**src/rtl/ct_ciu_piu_bar_req_if.sv**
```systemverilog
// -----------------------------------------------------------------------------
// ct_ciu_piu_bar_req_if
//   Bundles the PIU barrier handshake and the four bmbif request/grant pairs
//   used by ct_ciu_piu_bar_req.
//   slave  : the barrier request generator (consumes PIU request + grants,
//            drives ready, target requests, shared req_bus, done, timeout).
//   master : the environment (PIU and the bmbif arbiters).
// Signals
//   piu_bar_vld / piu_bar_req_bus / piu_bar_tgt : barrier from PIU
//   piu_bar_rdy                                 : generator can accept
//   piu_bmbif_<t>_req, piu_bmbif_req_bus        : requests to arbiters
//   bmbif_piu_<t>_grant                         : grants from arbiters
//   piu_bar_done / piu_bar_tmo                  : completion pulse, watchdog
// -----------------------------------------------------------------------------
interface ct_ciu_piu_bar_req_if #(
  parameter int BUS_W = 9
);
  logic             piu_bar_vld;
  logic [BUS_W-1:0] piu_bar_req_bus;
  logic [3:0]       piu_bar_tgt;
  logic             piu_bar_rdy;
  logic             piu_bmbif_snb0_req;
  logic             piu_bmbif_snb1_req;
  logic             piu_bmbif_ncq_req;
  logic             piu_bmbif_ctcq_req;
  logic [BUS_W-1:0] piu_bmbif_req_bus;
  logic             bmbif_piu_snb0_grant;
  logic             bmbif_piu_snb1_grant;
  logic             bmbif_piu_ncq_grant;
  logic             bmbif_piu_ctcq_grant;
  logic             piu_bar_done;
  logic             piu_bar_tmo;

  modport slave (
    input  piu_bar_vld, piu_bar_req_bus, piu_bar_tgt,
    input  bmbif_piu_snb0_grant, bmbif_piu_snb1_grant,
    input  bmbif_piu_ncq_grant, bmbif_piu_ctcq_grant,
    output piu_bar_rdy,
    output piu_bmbif_snb0_req, piu_bmbif_snb1_req,
    output piu_bmbif_ncq_req, piu_bmbif_ctcq_req,
    output piu_bmbif_req_bus, piu_bar_done, piu_bar_tmo
  );

  modport master (
    output piu_bar_vld, piu_bar_req_bus, piu_bar_tgt,
    output bmbif_piu_snb0_grant, bmbif_piu_snb1_grant,
    output bmbif_piu_ncq_grant, bmbif_piu_ctcq_grant,
    input  piu_bar_rdy,
    input  piu_bmbif_snb0_req, piu_bmbif_snb1_req,
    input  piu_bmbif_ncq_req, piu_bmbif_ctcq_req,
    input  piu_bmbif_req_bus, piu_bar_done, piu_bar_tmo
  );
endinterface

```
**src/rtl/ct_ciu_piu_bar_req.sv**
```systemverilog
// -----------------------------------------------------------------------------
// ct_ciu_piu_bar_req
//   Per-PIU barrier request generator. Accepts one barrier from the PIU,
//   raises a request towards every selected bmbif arbiter (snb0, snb1, ncq,
//   ctcq) with a shared, stable req_bus, drops each request the cycle after
//   its grant, and pulses done once every selected target has granted.
//   A watchdog raises a sticky timeout flag if a barrier stays in the request
//   phase for TMO_CYC cycles; it never aborts the barrier.
// Ports
//   forever_cpuclk : clock, rising edge
//   cpurst         : synchronous reset, active-high
//   bar_if         : ct_ciu_piu_bar_req_if.slave (handshake, requests, grants)
// Parameters
//   BUS_W   : req_bus width
//   TMO_CYC : request-phase cycle count at which the timeout flag asserts
//   CNT_W   : watchdog counter width, 2**CNT_W > TMO_CYC
// -----------------------------------------------------------------------------
module ct_ciu_piu_bar_req #(
  parameter int BUS_W   = 9,
  parameter int TMO_CYC = 1024,
  parameter int CNT_W   = 11
) (
  input  logic                        forever_cpuclk,
  input  logic                        cpurst,
  ct_ciu_piu_bar_req_if.slave         bar_if
);

  typedef enum logic [1:0] {
    ST_IDLE = 2'd0,
    ST_REQ  = 2'd1,
    ST_DONE = 2'd2
  } state_t;

  localparam logic [CNT_W-1:0] TMO_VAL = CNT_W'(TMO_CYC);

  state_t           r_state;
  state_t           w_state_nxt;
  logic [3:0]       r_pend;
  logic [3:0]       w_pend_nxt;
  logic [BUS_W-1:0] r_bus;
  logic [BUS_W-1:0] w_bus_nxt;
  logic [CNT_W-1:0] r_cnt;
  logic [CNT_W-1:0] w_cnt_nxt;
  logic             r_tmo;
  logic             w_tmo_nxt;
  logic [3:0]       w_grant;
  logic             w_accept;

  // Grant vector in target-mask order {ctcq, ncq, snb1, snb0}.
  assign w_grant  = {bar_if.bmbif_piu_ctcq_grant, bar_if.bmbif_piu_ncq_grant,
                     bar_if.bmbif_piu_snb1_grant, bar_if.bmbif_piu_snb0_grant};
  assign w_accept = bar_if.piu_bar_vld & (r_state == ST_IDLE);

  // Next-state, pending-mask, payload and watchdog computation.
  always_comb begin
    w_state_nxt = r_state;
    w_pend_nxt  = r_pend;
    w_bus_nxt   = r_bus;
    w_cnt_nxt   = r_cnt;
    w_tmo_nxt   = r_tmo;
    case (r_state)
      ST_IDLE: begin
        if (w_accept) begin
          w_bus_nxt  = bar_if.piu_bar_req_bus;
          w_pend_nxt = bar_if.piu_bar_tgt;
          if (bar_if.piu_bar_tgt != 4'b0000) begin
            w_state_nxt = ST_REQ;
            // Counter already reads 1 during the first request cycle, so the
            // registered flag lines up with the TMO_CYC-th request cycle.
            w_cnt_nxt   = CNT_W'(1);
          end else begin
            w_state_nxt = ST_DONE;
          end
        end else begin
          w_state_nxt = ST_IDLE;
        end
      end
      ST_REQ: begin
        // Grants for targets no longer pending are simply masked off.
        w_pend_nxt = r_pend & ~w_grant;
        if (r_cnt == TMO_VAL) begin
          w_cnt_nxt = r_cnt;
        end else begin
          w_cnt_nxt = r_cnt + CNT_W'(1);
        end
        w_tmo_nxt = r_tmo | (w_cnt_nxt == TMO_VAL);
        if (w_pend_nxt == 4'b0000) begin
          w_state_nxt = ST_DONE;
        end else begin
          w_state_nxt = ST_REQ;
        end
      end
      ST_DONE: begin
        w_state_nxt = ST_IDLE;
        w_cnt_nxt   = {CNT_W{1'b0}};
        w_tmo_nxt   = 1'b0;
      end
      default: begin
        w_state_nxt = ST_IDLE;
        w_pend_nxt  = 4'b0000;
        w_cnt_nxt   = {CNT_W{1'b0}};
        w_tmo_nxt   = 1'b0;
      end
    endcase
  end

  // State, pending mask, payload and watchdog registers.
  always_ff @(posedge forever_cpuclk) begin
    if (cpurst) begin
      r_state <= ST_IDLE;
      r_pend  <= 4'b0000;
      r_bus   <= {BUS_W{1'b0}};
      r_cnt   <= {CNT_W{1'b0}};
      r_tmo   <= 1'b0;
    end else begin
      r_state <= w_state_nxt;
      r_pend  <= w_pend_nxt;
      r_bus   <= w_bus_nxt;
      r_cnt   <= w_cnt_nxt;
      r_tmo   <= w_tmo_nxt;
    end
  end

  // Pending bits are zero outside the request phase, so they drive the
  // requests directly.
  assign bar_if.piu_bmbif_snb0_req = r_pend[0];
  assign bar_if.piu_bmbif_snb1_req = r_pend[1];
  assign bar_if.piu_bmbif_ncq_req  = r_pend[2];
  assign bar_if.piu_bmbif_ctcq_req = r_pend[3];
  assign bar_if.piu_bmbif_req_bus  = r_bus;
  assign bar_if.piu_bar_rdy        = (r_state == ST_IDLE);
  assign bar_if.piu_bar_done       = (r_state == ST_DONE);
  assign bar_if.piu_bar_tmo        = r_tmo;

endmodule
```
**src/flat_wrapper.sv**
```systemverilog
// flat-port wrapper written by rule: the top's interface ports become plain ports
module ct_ciu_piu_bar_req_flat 
#(
  parameter int BUS_W   = 9,
  parameter int TMO_CYC = 1024,
  parameter int CNT_W   = 11
)
  (forever_cpuclk, cpurst, bar_if_piu_bar_vld, bar_if_piu_bar_req_bus, bar_if_piu_bar_tgt, bar_if_bmbif_piu_snb0_grant, bar_if_bmbif_piu_snb1_grant, bar_if_bmbif_piu_ncq_grant, bar_if_bmbif_piu_ctcq_grant, bar_if_piu_bar_rdy, bar_if_piu_bmbif_snb0_req, bar_if_piu_bmbif_snb1_req, bar_if_piu_bmbif_ncq_req, bar_if_piu_bmbif_ctcq_req, bar_if_piu_bmbif_req_bus, bar_if_piu_bar_done, bar_if_piu_bar_tmo);
  ct_ciu_piu_bar_req_if #(.BUS_W(BUS_W)) bar_if_i ();
  input  logic forever_cpuclk;
  input  logic cpurst;
  input wire logic [$bits(bar_if_i.piu_bar_vld)-1:0] bar_if_piu_bar_vld;
  input wire logic [$bits(bar_if_i.piu_bar_req_bus)-1:0] bar_if_piu_bar_req_bus;
  input wire logic [$bits(bar_if_i.piu_bar_tgt)-1:0] bar_if_piu_bar_tgt;
  input wire logic [$bits(bar_if_i.bmbif_piu_snb0_grant)-1:0] bar_if_bmbif_piu_snb0_grant;
  input wire logic [$bits(bar_if_i.bmbif_piu_snb1_grant)-1:0] bar_if_bmbif_piu_snb1_grant;
  input wire logic [$bits(bar_if_i.bmbif_piu_ncq_grant)-1:0] bar_if_bmbif_piu_ncq_grant;
  input wire logic [$bits(bar_if_i.bmbif_piu_ctcq_grant)-1:0] bar_if_bmbif_piu_ctcq_grant;
  output wire logic [$bits(bar_if_i.piu_bar_rdy)-1:0] bar_if_piu_bar_rdy;
  output wire logic [$bits(bar_if_i.piu_bmbif_snb0_req)-1:0] bar_if_piu_bmbif_snb0_req;
  output wire logic [$bits(bar_if_i.piu_bmbif_snb1_req)-1:0] bar_if_piu_bmbif_snb1_req;
  output wire logic [$bits(bar_if_i.piu_bmbif_ncq_req)-1:0] bar_if_piu_bmbif_ncq_req;
  output wire logic [$bits(bar_if_i.piu_bmbif_ctcq_req)-1:0] bar_if_piu_bmbif_ctcq_req;
  output wire logic [$bits(bar_if_i.piu_bmbif_req_bus)-1:0] bar_if_piu_bmbif_req_bus;
  output wire logic [$bits(bar_if_i.piu_bar_done)-1:0] bar_if_piu_bar_done;
  output wire logic [$bits(bar_if_i.piu_bar_tmo)-1:0] bar_if_piu_bar_tmo;
  assign bar_if_i.piu_bar_vld = bar_if_piu_bar_vld;
  assign bar_if_i.piu_bar_req_bus = bar_if_piu_bar_req_bus;
  assign bar_if_i.piu_bar_tgt = bar_if_piu_bar_tgt;
  assign bar_if_i.bmbif_piu_snb0_grant = bar_if_bmbif_piu_snb0_grant;
  assign bar_if_i.bmbif_piu_snb1_grant = bar_if_bmbif_piu_snb1_grant;
  assign bar_if_i.bmbif_piu_ncq_grant = bar_if_bmbif_piu_ncq_grant;
  assign bar_if_i.bmbif_piu_ctcq_grant = bar_if_bmbif_piu_ctcq_grant;
  assign bar_if_piu_bar_rdy = bar_if_i.piu_bar_rdy;
  assign bar_if_piu_bmbif_snb0_req = bar_if_i.piu_bmbif_snb0_req;
  assign bar_if_piu_bmbif_snb1_req = bar_if_i.piu_bmbif_snb1_req;
  assign bar_if_piu_bmbif_ncq_req = bar_if_i.piu_bmbif_ncq_req;
  assign bar_if_piu_bmbif_ctcq_req = bar_if_i.piu_bmbif_ctcq_req;
  assign bar_if_piu_bmbif_req_bus = bar_if_i.piu_bmbif_req_bus;
  assign bar_if_piu_bar_done = bar_if_i.piu_bar_done;
  assign bar_if_piu_bar_tmo = bar_if_i.piu_bar_tmo;
  ct_ciu_piu_bar_req #(.BUS_W(BUS_W), .TMO_CYC(TMO_CYC), .CNT_W(CNT_W)) u_core (.forever_cpuclk(forever_cpuclk), .cpurst(cpurst), .bar_if(bar_if_i));
endmodule
```
**config.mk**
```make
export PLATFORM = sky130hd
export DESIGN_NAME = ct_ciu_piu_bar_req_flat
export DESIGN_NICKNAME = d
export VERILOG_FILES = /design/src/rtl/ct_ciu_piu_bar_req_if.sv /design/src/rtl/ct_ciu_piu_bar_req.sv /design/src/flat_wrapper.sv
export SDC_FILE = /design/constraint.sdc
export NUM_CORES = 1
export LEC_CHECK = 0
export BUFFER_PORTS_ARGS = -buffer_cell sky130_fd_sc_hd__buf_2
export CORE_UTILIZATION = 46
export CTS_CLUSTER_DIAMETER = 50
export DETAILED_ROUTE_END_ITERATION = 7
export PLACE_DENSITY = 0.74
export SETUP_SLACK_MARGIN = 0.1
export SYNTH_ARGS = -nofsm -noshare
export SYNTH_HDL_FRONTEND = slang
export SYNTH_SLANG_ARGS = --single-unit
```
**constraint.sdc**
```tcl
create_clock -name forever_cpuclk -period 1.67 [get_ports forever_cpuclk]
set_input_delay 0.167 -clock forever_cpuclk [delete_from_list [all_inputs] [get_ports forever_cpuclk]]
set_output_delay 0.167 -clock forever_cpuclk [all_outputs]
set_load 0.01 [all_outputs]
```
==> impl_metrics.toml, run 1 <==
[global_routing]
met1_usage_pct = 27.3
grt_pass1_wl_um = 5330
overflow = 0
grt_util_met2_pct = 35.4
grt_usage_pct = 20.8
antenna_found_initial = 0
first_global_vias = 1272
grt_max_degree = 18
grt-busiest-layer = "met2"
use_met3_pct = 3.23

[power]
peakVddDrop_uv = 584
p_total_mw = 1.26
power.density_nw_per_um2 = 714
leakagePower_nw = 0.761

[clock_tree]
cts_tree = "yes"
path_clk_slew_ns = 0.14
clock_path_buffers = 2
clock_sinks = 27
cts-root-buf = "clkbuf_4"
cts-hold-fix-buffers = 0
insertion_delay_ns = 0.31
cts_buffers = 3
cts_htree_levels = 1

[detailed_routing]
viasPerCell = 5.61
drtIter0Drc = 84
wirelength_um = 3220
drc_errors = 0
vias = 1424
ant_nets = 0
first_pass_iters = 4
wire_per_inst_um = 12.7

[timing]
hold_viol = 0
tightest_slew_ns = 0.376
fmax_ghz = 0.665
fin_skew_ns = 0.00230
rsz0062_at_grt = "yes"
timing.final.max_slew_violations = 0
setup-violations-final = 0
fin_crit_sh_pct = 90.0
final.min_clock_period_ns = 1.50
maxSlewHeadroom_pct = 74.7

[hold_path]
hp-class = "in -> reg"

[layout]
final_nets = 246
design_area_um2 = 1760
fillers = 242
area_delta_synth_final_pct = 29.9
stdcell_count = 254
utilization_pct = 63.2
antenna_cells = 0
drive_gt1_share_pct = 33.6

[run]
drv_cap = 0

[logic_synthesis]
synth_area_leaders = "dfxtp_1, nand2_1, a21oi_1"
synth.top_cell.area_share_pct = 39.9
synth.net_count = 199
ys_warn_count = 0
ys_seq_elements = 27
syn_inst = 177
synth_ff_type = "dfxtp_1"
yosysTopAreaCell = "dfxtp_1"
ys_top_cells_by_count = "nand2_1, dfxtp_1, nor2_1"
synth_most_common_cell = "nand2_1"
synth.distinct_cells = 38
synth_edf_count = 0
syn_area_per_cell_um2 = 7.65
ys_async_sr_fraction_pct = 0
seq_area_frac_synth_pct = 39.9
synthesis.area_um2 = 1350

[worst_setup_path]
crit_required_ns = 1.91
end_kind = "flop"
arrival_ns = 1.74
critPathKind = "reg -> reg"
crit_path_start_kind = "flop"
cp_max_fo = 6

[placed_design]
dp_hpwl_um = 2370
gp_congestion = 0.905
place_area_um2 = 1620
placed_cells = 247
port_buffers = 35

[die]
die_height_um = 56.3
die_area_um2 = 3160
design.core.area_um2 = 2780
io_pins = 36
fp.dieW_um = 56.3
start_util_pct = 48.7
rows = 19

[outcome]
status = "completed"
-- worst paths after layout --
kind	startpoint	endpoint	slack, ns	cells after the start
max	u_core.r_cnt[4]	u_core.bar_if.piu_bar_tmo	0.17	5
min	bar_if_piu_bar_req_bus[6]	u_core.bar_if.piu_bmbif_req_bus[6]	0.07	3
max reg2reg	u_core.r_cnt[4]	u_core.bar_if.piu_bar_tmo	0.17	5
min reg2reg	u_core.bar_if.piu_bmbif_req_bus[2]	u_core.bar_if.piu_bmbif_req_bus[2]	0.46	2
-- where the power goes --
group / leakage (nW) / total [mW] / switching, mW / internal, mW
sequential: 0.224 / 0.707 / 0.0287 / 0.679
combinational: 0.522 / 0.275 / 0.151 / 0.124
clock: 0.0150 / 0.274 / 0.181 / 0.0931
-- routing by layer --
layer  wire length [µm]  up-vias
li1                   -      720
met1               1580      669
met2               1500       33
met3                118        2
met4                 17        0
met5                  0        -
-- flip-flops by register name, indices dropped and copies added, names as in the netlist --
name	cells
u_core.bar_if.piu_bar_tmo	1
u_core.r_cnt	11
u_core.r_pend	4
u_core.r_state	2
u_core.bar_if.piu_bmbif_req_bus	9
-- area by class of cell --
cell class                      count  area (µm²)  share of cell area [%]
Multi-Input combinational cell    138         836                    47.5
Sequential cell                    27         552                    31.4
Timing Repair Buffer               49         288                    16.4
Tap cell                           31        38.8                    2.20
Clock buffer                        4        26.3                    1.49
Inverter                            5        18.8                    1.07
-- placed cells by master, fill, tap and decap left out, types with 3 or more instances in the layout --
cell      synthesis  final
dfxtp_2           0      9
and3_1            3      3
dfxtp_1          27     18
buf_2             0     35
a21oi_1          16     16
nor2_1           20     20
o21ai_0           9      9
nor3_1            6      3
nand3_1           7      6
o31ai_1           4      4
inv_1             5      4
a22oi_1           3      3
clkbuf_4          0      3
nor2b_1           4      4
nand2_1          35     33
nor3_2            0      3
buf_4             1     12
-- repair_timing --
| item | 4_1_cts | 5_1_grt |
|---|---|---|
| pin swaps | 0 | 6 |
| setup endpoints to repair | 2 | 8 |
| buffers inserted | 0 | 3 |
| resized for setup | 3 | 22 |
-- through the flow --
stage               hold WS, ns  TNS [ns]  worst slack, ns
global route             0.0681         0           0.0831
floorplan                 0.303         0            0.115
global placement          0.408         0           0.0286
finish                   0.0740         0            0.166
detailed placement        0.415  -0.00412         -0.00375
CTS                      0.0722         0            0.123
-- cells by family (layout without fill, tap and decap cells) --
family | count (synthesis) | after routing | synth area share (%)
and+or+nand+nor | 88 | 88 | 30.1
xor gates and xnor gates | 3 | 3 | 1.94
buffers and inverters | 12 | 58 | 3.60
adders and majority gates | 2 | 2 | 1.85
muxes | 1 | 1 | 0.739
AOI/OAI and AO/OA | 44 | 44 | 21.8
DFF | 27 | 27 | 39.9
-- worst max-delay path, stage by stage, from the launching register on --
cell	delay, ns
dfxtp_2	0.42
nand3_2	0.17
nor4_4	0.34
xor2_1	0.22
nand2_1	0.07
o31ai_1	0.22
No activity file was read; power rests on OpenSTA's default activity.
==> inputs of run 2 (changes only) <==
--- a/config.mk
+++ b/config.mk
@@ -5,7 +5,7 @@
 export SDC_FILE = /design/constraint.sdc
 export NUM_CORES = 1
 export LEC_CHECK = 0
-export BUFFER_PORTS_ARGS = -buffer_cell sky130_fd_sc_hd__buf_2
+export BUFFER_PORTS_ARGS = -buffer_cell sky130_fd_sc_hd__buf_4
 export CORE_UTILIZATION = 46
 export CTS_CLUSTER_DIAMETER = 50
 export DETAILED_ROUTE_END_ITERATION = 7
==> run 2 against run 1 <==
- via count rose by 0.21%
- non-clock buffer count is 2 lower
- critical path depth did not move
- flip-flop and latch count unchanged
- cell count is 0.79% lower
- final area up 5.0%
==> impl_metrics.toml, run 2 (synthesis results as in run 1) <==
[worst_setup_path]
critPathTopFamily = "simple AND/OR/NAND/NOR gates"
crit_required_ns = 1.93
critPathKind = "reg -> reg"
crit_path_top_delay_cell = "dfxtp_4"
arrival_ns = 1.77
critical-path-max-stage-delay_ns = 0.42
end_kind = "flop"
critical_path_buf_inv_count = 0
cp_max_fo = 5
crit_chain = "nand3_2 -> nor4_4 -> xor2_1 -> nand2_1 -> o31ai_1"
crit_path_start_kind = "flop"

[die]
rows = 19
die_height_um = 56.3
start_util_pct = 48.7
design.core.area_um2 = 2780
io_pins = 36
fp.dieW_um = 56.3
die_area_um2 = 3160

[detailed_routing]
drtIter0Drc = 50
vias = 1427
first_pass_iters = 4
wire_per_inst_um = 13.7
viasPerCell = 5.66
drc_errors = 0
wirelength_um = 3450
ant_nets = 0

[clock_tree]
cts-hold-fix-buffers = 0
cts_tree = "yes"
clock_sinks = 27
cts-root-buf = "clkbuf_4"
insertion_delay_ns = 0.33
cts_htree_levels = 1
cts_buffers = 3
postCtsSetupBuffers = 0
path_clk_slew_ns = 0.14
clock_path_buffers = 2

[timing]
fin_crit_sh_pct = 90.6
hold_viol = 0
timing.final.max_slew_violations = 0
tns_ns = 0
rsz0062_at_grt = "no"
setup-violations-final = 0
fin_skew_ns = 0.00914
final.min_clock_period_ns = 1.51
maxSlewHeadroom_pct = 74.6
fmax_ghz = 0.661
fin_hold_ws_ns = 0.0715
tightest_slew_ns = 0.380

[power]
clkPwrFrac_pct = 21.8
peakVddDrop_uv = 627
switchingPower_uw = 366
power.density_nw_per_um2 = 692
p_total_mw = 1.28
leakagePower_nw = 0.775
internal_power_uw = 912
sw_frac_of_total_pct = 28.7
pwr-share-seq_pct = 55.0
p_comb_share_pct = 23.2

[layout]
largest_reg_flops = 11
final_common_cell = "buf_4"
utilization_pct = 66.4
top_register = "u_core.r_cnt"
final_nets = 244
final_cell_mix = "buf_4, nand2_1, nor2_1, dfxtp_1, a21oi_1"
drive_gt1_share_pct = 32.6
antenna_cells = 0
area_delta_synth_final_pct = 36.4
fillers = 226

[outcome]
status = "completed"

[placed_design]
gp_congestion = 0.896
dp_hpwl_um = 2610
port_buffers = 35

[global_routing]
grt_max_degree = 18
antenna_found_initial = 0
grt_pass1_wl_um = 5730
overflow = 0
first_global_vias = 1350
grt_usage_pct = 23.0

[run]
drv_cap = 0

[hold_path]
hp-class = "in -> reg"
==> run 2: changes by cell type in the layout (fill, tap and decap cells not counted), sizes merged <==
cell	previous run	this run
buf	49	47
==> run 2: repair_timing <==
item                       in CTS  in global routing
gates cloned                    0                  0
pin swaps                       0                  7
setup endpoints to repair       1                  4
resized for setup               4                 24
==> run 2: power by group through the flow <==
stage          combinational (mW)  clock, mW  sequential, mW
5_1_grt                     0.329      0.311           0.709
4_1_cts                     0.283      0.285           0.704
2_1_floorplan               0.139          0           0.725
6_report                    0.296      0.279           0.704
3_3_place_gp                0.273          0           0.717
3_5_place_dp                0.282          0           0.719
==> run 2: path summary, 6_finish.rpt <==
kind / end / slack, ns / start / cells past startpoint
worst max-delay path: u_core.bar_if.piu_bar_tmo / 0.16 / u_core.r_cnt[2] / 5
worst min-delay path: u_core.bar_if.piu_bmbif_req_bus[4] / 0.07 / bar_if_piu_bar_req_bus[4] / 3
worst max register to register: u_core.bar_if.piu_bar_tmo / 0.16 / u_core.r_cnt[2] / 5
worst min register to register: u_core.bar_if.piu_bmbif_req_bus[3] / 0.46 / u_core.bar_if.piu_bmbif_req_bus[3] / 2
==> run 2: layout make-up <==
cell class | instances | area [µm²] | area share (%)
Clock buffer | 4 | 26.3 | 1.42
Inverter | 5 | 18.8 | 1.02
Multi-Input combinational cell | 138 | 845 | 45.7
Sequential cell | 27 | 562 | 30.4
Tap cell | 31 | 38.8 | 2.10
Timing Repair Buffer | 47 | 357 | 19.3
==> run 2: per-stage QoR <==
step,cells,instance area [µm²],setup WS (ns)
after floorplan,177,1350,0.115
after global routing,252,1850,0.0930
after global placement,248,1720,0.0265
after CTS,252,1760,0.111
final,252,1850,0.158
after detailed placement,248,1720,-0.0115
==> run 2: worst reg2reg max path, delay by kind of cell, from the launching register on <==
family,cells,cell delay [ns]
simple gates,3,0.57
compound gates,1,0.22
flops,1,0.42
xor+xnor,1,0.23
==> run 2: metal layers <==
layer  wire length, µm  vias to the layer above  track usage [%]
met2              1750                       40             40.6
met3               146                        5             3.00
li1                  -                      711                -
met5                 0                        -                0
met4                55                        0             10.8
met1              1500                      671             27.5
==> inputs of run 3 (changes only) <==
--- a/config.mk
+++ b/config.mk
@@ -5,8 +5,9 @@
 export SDC_FILE = /design/constraint.sdc
 export NUM_CORES = 1
 export LEC_CHECK = 0
+export ABC_AREA = 1
 export BUFFER_PORTS_ARGS = -buffer_cell sky130_fd_sc_hd__buf_4
-export CORE_UTILIZATION = 46
+export CORE_UTILIZATION = 47
 export CTS_CLUSTER_DIAMETER = 50
 export DETAILED_ROUTE_END_ITERATION = 7
 export PLACE_DENSITY = 0.74
==> run 3 against run 2 <==
- the flow now finishes with violations (design-rule violations)
- sequential power is 2% higher
- cell count is 21% higher
- critical path depth is 5 higher
- core utilization is 2.7 points lower
- routed wire length is 0.90% higher
- global-route usage is 0.87 points lower
- highest routed layer unchanged
- sequential share of layout area is 0.57 points lower
- critical endpoint unchanged
- final area is 0.81% lower
==> impl_metrics.toml, run 3 <==
[clock_tree]
cts_tree = "yes"
postCtsSetupBuffers = 0
clock_path_buffers = 2
cts-hold-fix-buffers = 0
cts_buffers = 3
cts_htree_levels = 1
insertion_delay_ns = 0.33
path_clk_slew_ns = 0.15
cts-root-buf = "clkbuf_4"
clock_sinks = 27

[timing]
fin_skew_ns = 0.00449
timing.final.max_slew_violations = 0
maxSlewHeadroom_pct = 77.6
fin_crit_sh_pct = 86.7
setup-violations-final = 0
tightest_slew_ns = 0.333
final.min_clock_period_ns = 1.45
tns_ns = 0
fmax_ghz = 0.691
worst_slack_ns = 0.222
rsz0062_at_grt = "no"
hold_viol = 0

[logic_synthesis]
synth_area_leaders = "dfxtp_1, nor2_1, nand2_1"
synth_most_common_cell = "nor2_1"
synth_edf_count = 0
ys_warn_count = 0
synth.net_count = 248
ys_seq_elements = 27
yosysTopAreaCell = "dfxtp_1"
seq_area_frac_synth_pct = 36.6
ys_top_cells_by_count = "nor2_1, nand2_1, inv_1"
syn_inst = 226
synthesis.area_um2 = 1480
synth.top_cell.area_share_pct = 36.6
syn_area_per_cell_um2 = 6.53
synth_ff_type = "dfxtp_1"
synth.distinct_cells = 25
ys_async_sr_fraction_pct = 0

[worst_setup_path]
startpoint = "u_core.r_cnt[0]"
r2r_slack_ns = 0.22
reg2reg_to = "u_core.bar_if.piu_bar_tmo"
crit_required_ns = 1.96
reg2reg_from = "u_core.r_cnt[0]"
reg2reg_depth = 10
critPathKind = "reg -> reg"
end_kind = "flop"
crit_path_start_kind = "flop"
arrival_ns = 1.73
cp_max_fo = 7

[detailed_routing]
first_pass_iters = 6
drtIter0Drc = 76
vias = 1500
viasPerCell = 4.90
wirelength_um = 3480
wire_per_inst_um = 11.4
drc_errors = 3
ant_nets = 0

[placed_design]
dp_slack_ns = 0.100
dp_hpwl_um = 2650
port_buffers = 35
gp_congestion = 0.995

[die]
die_height_um = 58.0
design.core.area_um2 = 2880
rows = 19
io_pins = 36
fp.dieW_um = 58.0
die_area_um2 = 3370
start_util_pct = 51.3

[layout]
final_common_cell = "nor2_1"
largest_reg_flops = 11
multi_input_area_um2 = 763
register_area_um2 = 547
fillers = 275
top_register = "u_core.r_cnt"
drive_gt1_share_pct = 22.7
area_delta_synth_final_pct = 24.1
final_nets = 287
final_cell_mix = "nor2_1, nand2_1, buf_4, inv_1, dfxtp_1"
antenna_cells = 0

[outcome]
violations = "design-rule violations"
status = "complete, but fails checks"

[global_routing]
first_global_vias = 1323
antenna_found_initial = 0
grt_usage_pct = 22.1
overflow = 0
grt_max_degree = 17
grt_pass1_wl_um = 5830

[power]
power.density_nw_per_um2 = 716
peakVddDrop_uv = 604
leakagePower_nw = 0.884

[run]
drv_cap = 0

[hold_path]
min_from = "bar_if_piu_bar_req_bus[0]"
hold_path_depth = 3
hold_path_end = "u_core.bar_if.piu_bmbif_req_bus[0]"
hp-class = "in -> reg"
-- run 3: cell types whose count changed after synthesis, moves of 6 or more --
cell,delta
a21oi_1,-12
inv_1,+31
nand4_1,+6
nor2_1,+28
o21ai_0,+9
-- run 3: metrics by stage --
step | util (%) | power [mW] | hold slack (ns) | instances | area (µm²)
global route | 63.7 | 1.39 | 0.0446 | 306 | 1830
CTS | 63.3 | 1.32 | 0.0403 | 306 | 1820
detailed placement | 62.2 | 1.03 | 0.392 | 302 | 1790
floorplan | - | 0.898 | 0.302 | 226 | 1480
global placement | 62.2 | 1.03 | 0.388 | 302 | 1790
finish | 63.7 | 1.31 | 0.0490 | 306 | 1830
-- run 3: worst max path at each step --
stage / end / slack (ns) / cells past startpoint
after floorplan: u_core.bar_if.piu_bar_tmo / 0.29 / 11
after global placement: u_core.bar_if.piu_bar_tmo / 0.16 / 11
after detailed placement: u_core.bar_if.piu_bar_tmo / 0.10 / 11
after CTS: u_core.bar_if.piu_bar_tmo / 0.16 / 11
after global routing: u_core.bar_if.piu_bar_tmo / 0.11 / 10
final: u_core.bar_if.piu_bar_tmo / 0.22 / 10
-- run 3: critical path, stage by stage (launching register included) --
cell     delay [ns]
dfxtp_4        0.40
inv_1          0.08
ha_1           0.18
nand3_1        0.08
nor2_1         0.18
nand3_1        0.10
nand2_1        0.12
nand2_1        0.06
nor2_1         0.08
nand4_1        0.08
nand2_1        0.06
-- run 3: report_power, final --
group | switching (mW) | internal [mW]
clock | 0.196 | 0.0916
sequential | 0.0302 | 0.687
combinational | 0.168 | 0.139
total | 0.393 | 0.918
-- run 3: kinds of logic (layout without fill, tap and decap cells) --
family / after synthesis / after routing / share of synthesized area, %
flip-flops: 27 / 27 / 36.6
AO/OA/AOI/OAI: 35 / 35 / 14.7
AND/OR/NAND/NOR: 115 / 115 / 33.7
adder cells (fa/ha/maj): 2 / 2 / 1.69
XOR/XNOR: 2 / 2 / 1.19
buffers and inverters: 45 / 83 / 12.0
-- run 3: layout make-up --
| cell class | count | share of cell area (%) |
|---|---|---|
| clock buffer | 3 | 1.23 |
| clock inverter | 1 | 0.410 |
| inverter | 41 | 8.40 |
| multi-input combinational | 154 | 41.7 |
| sequential | 27 | 29.8 |
| tap | 42 | 2.87 |
| timing repair buffer | 38 | 15.6 |
-- run 3: repair_timing --
action                     CTS  global route
setup endpoints to repair    1             1
gates resized for setup      1             5
hold endpoints to repair     0             0
gates cloned                 0             0
-- run 3: routing by layer --
metal	track usage, %	part of all wire, %
met5	0	0
met4	5.78	0.55
met3	4.46	6.0
met2	34.6	44
met1	31.1	49
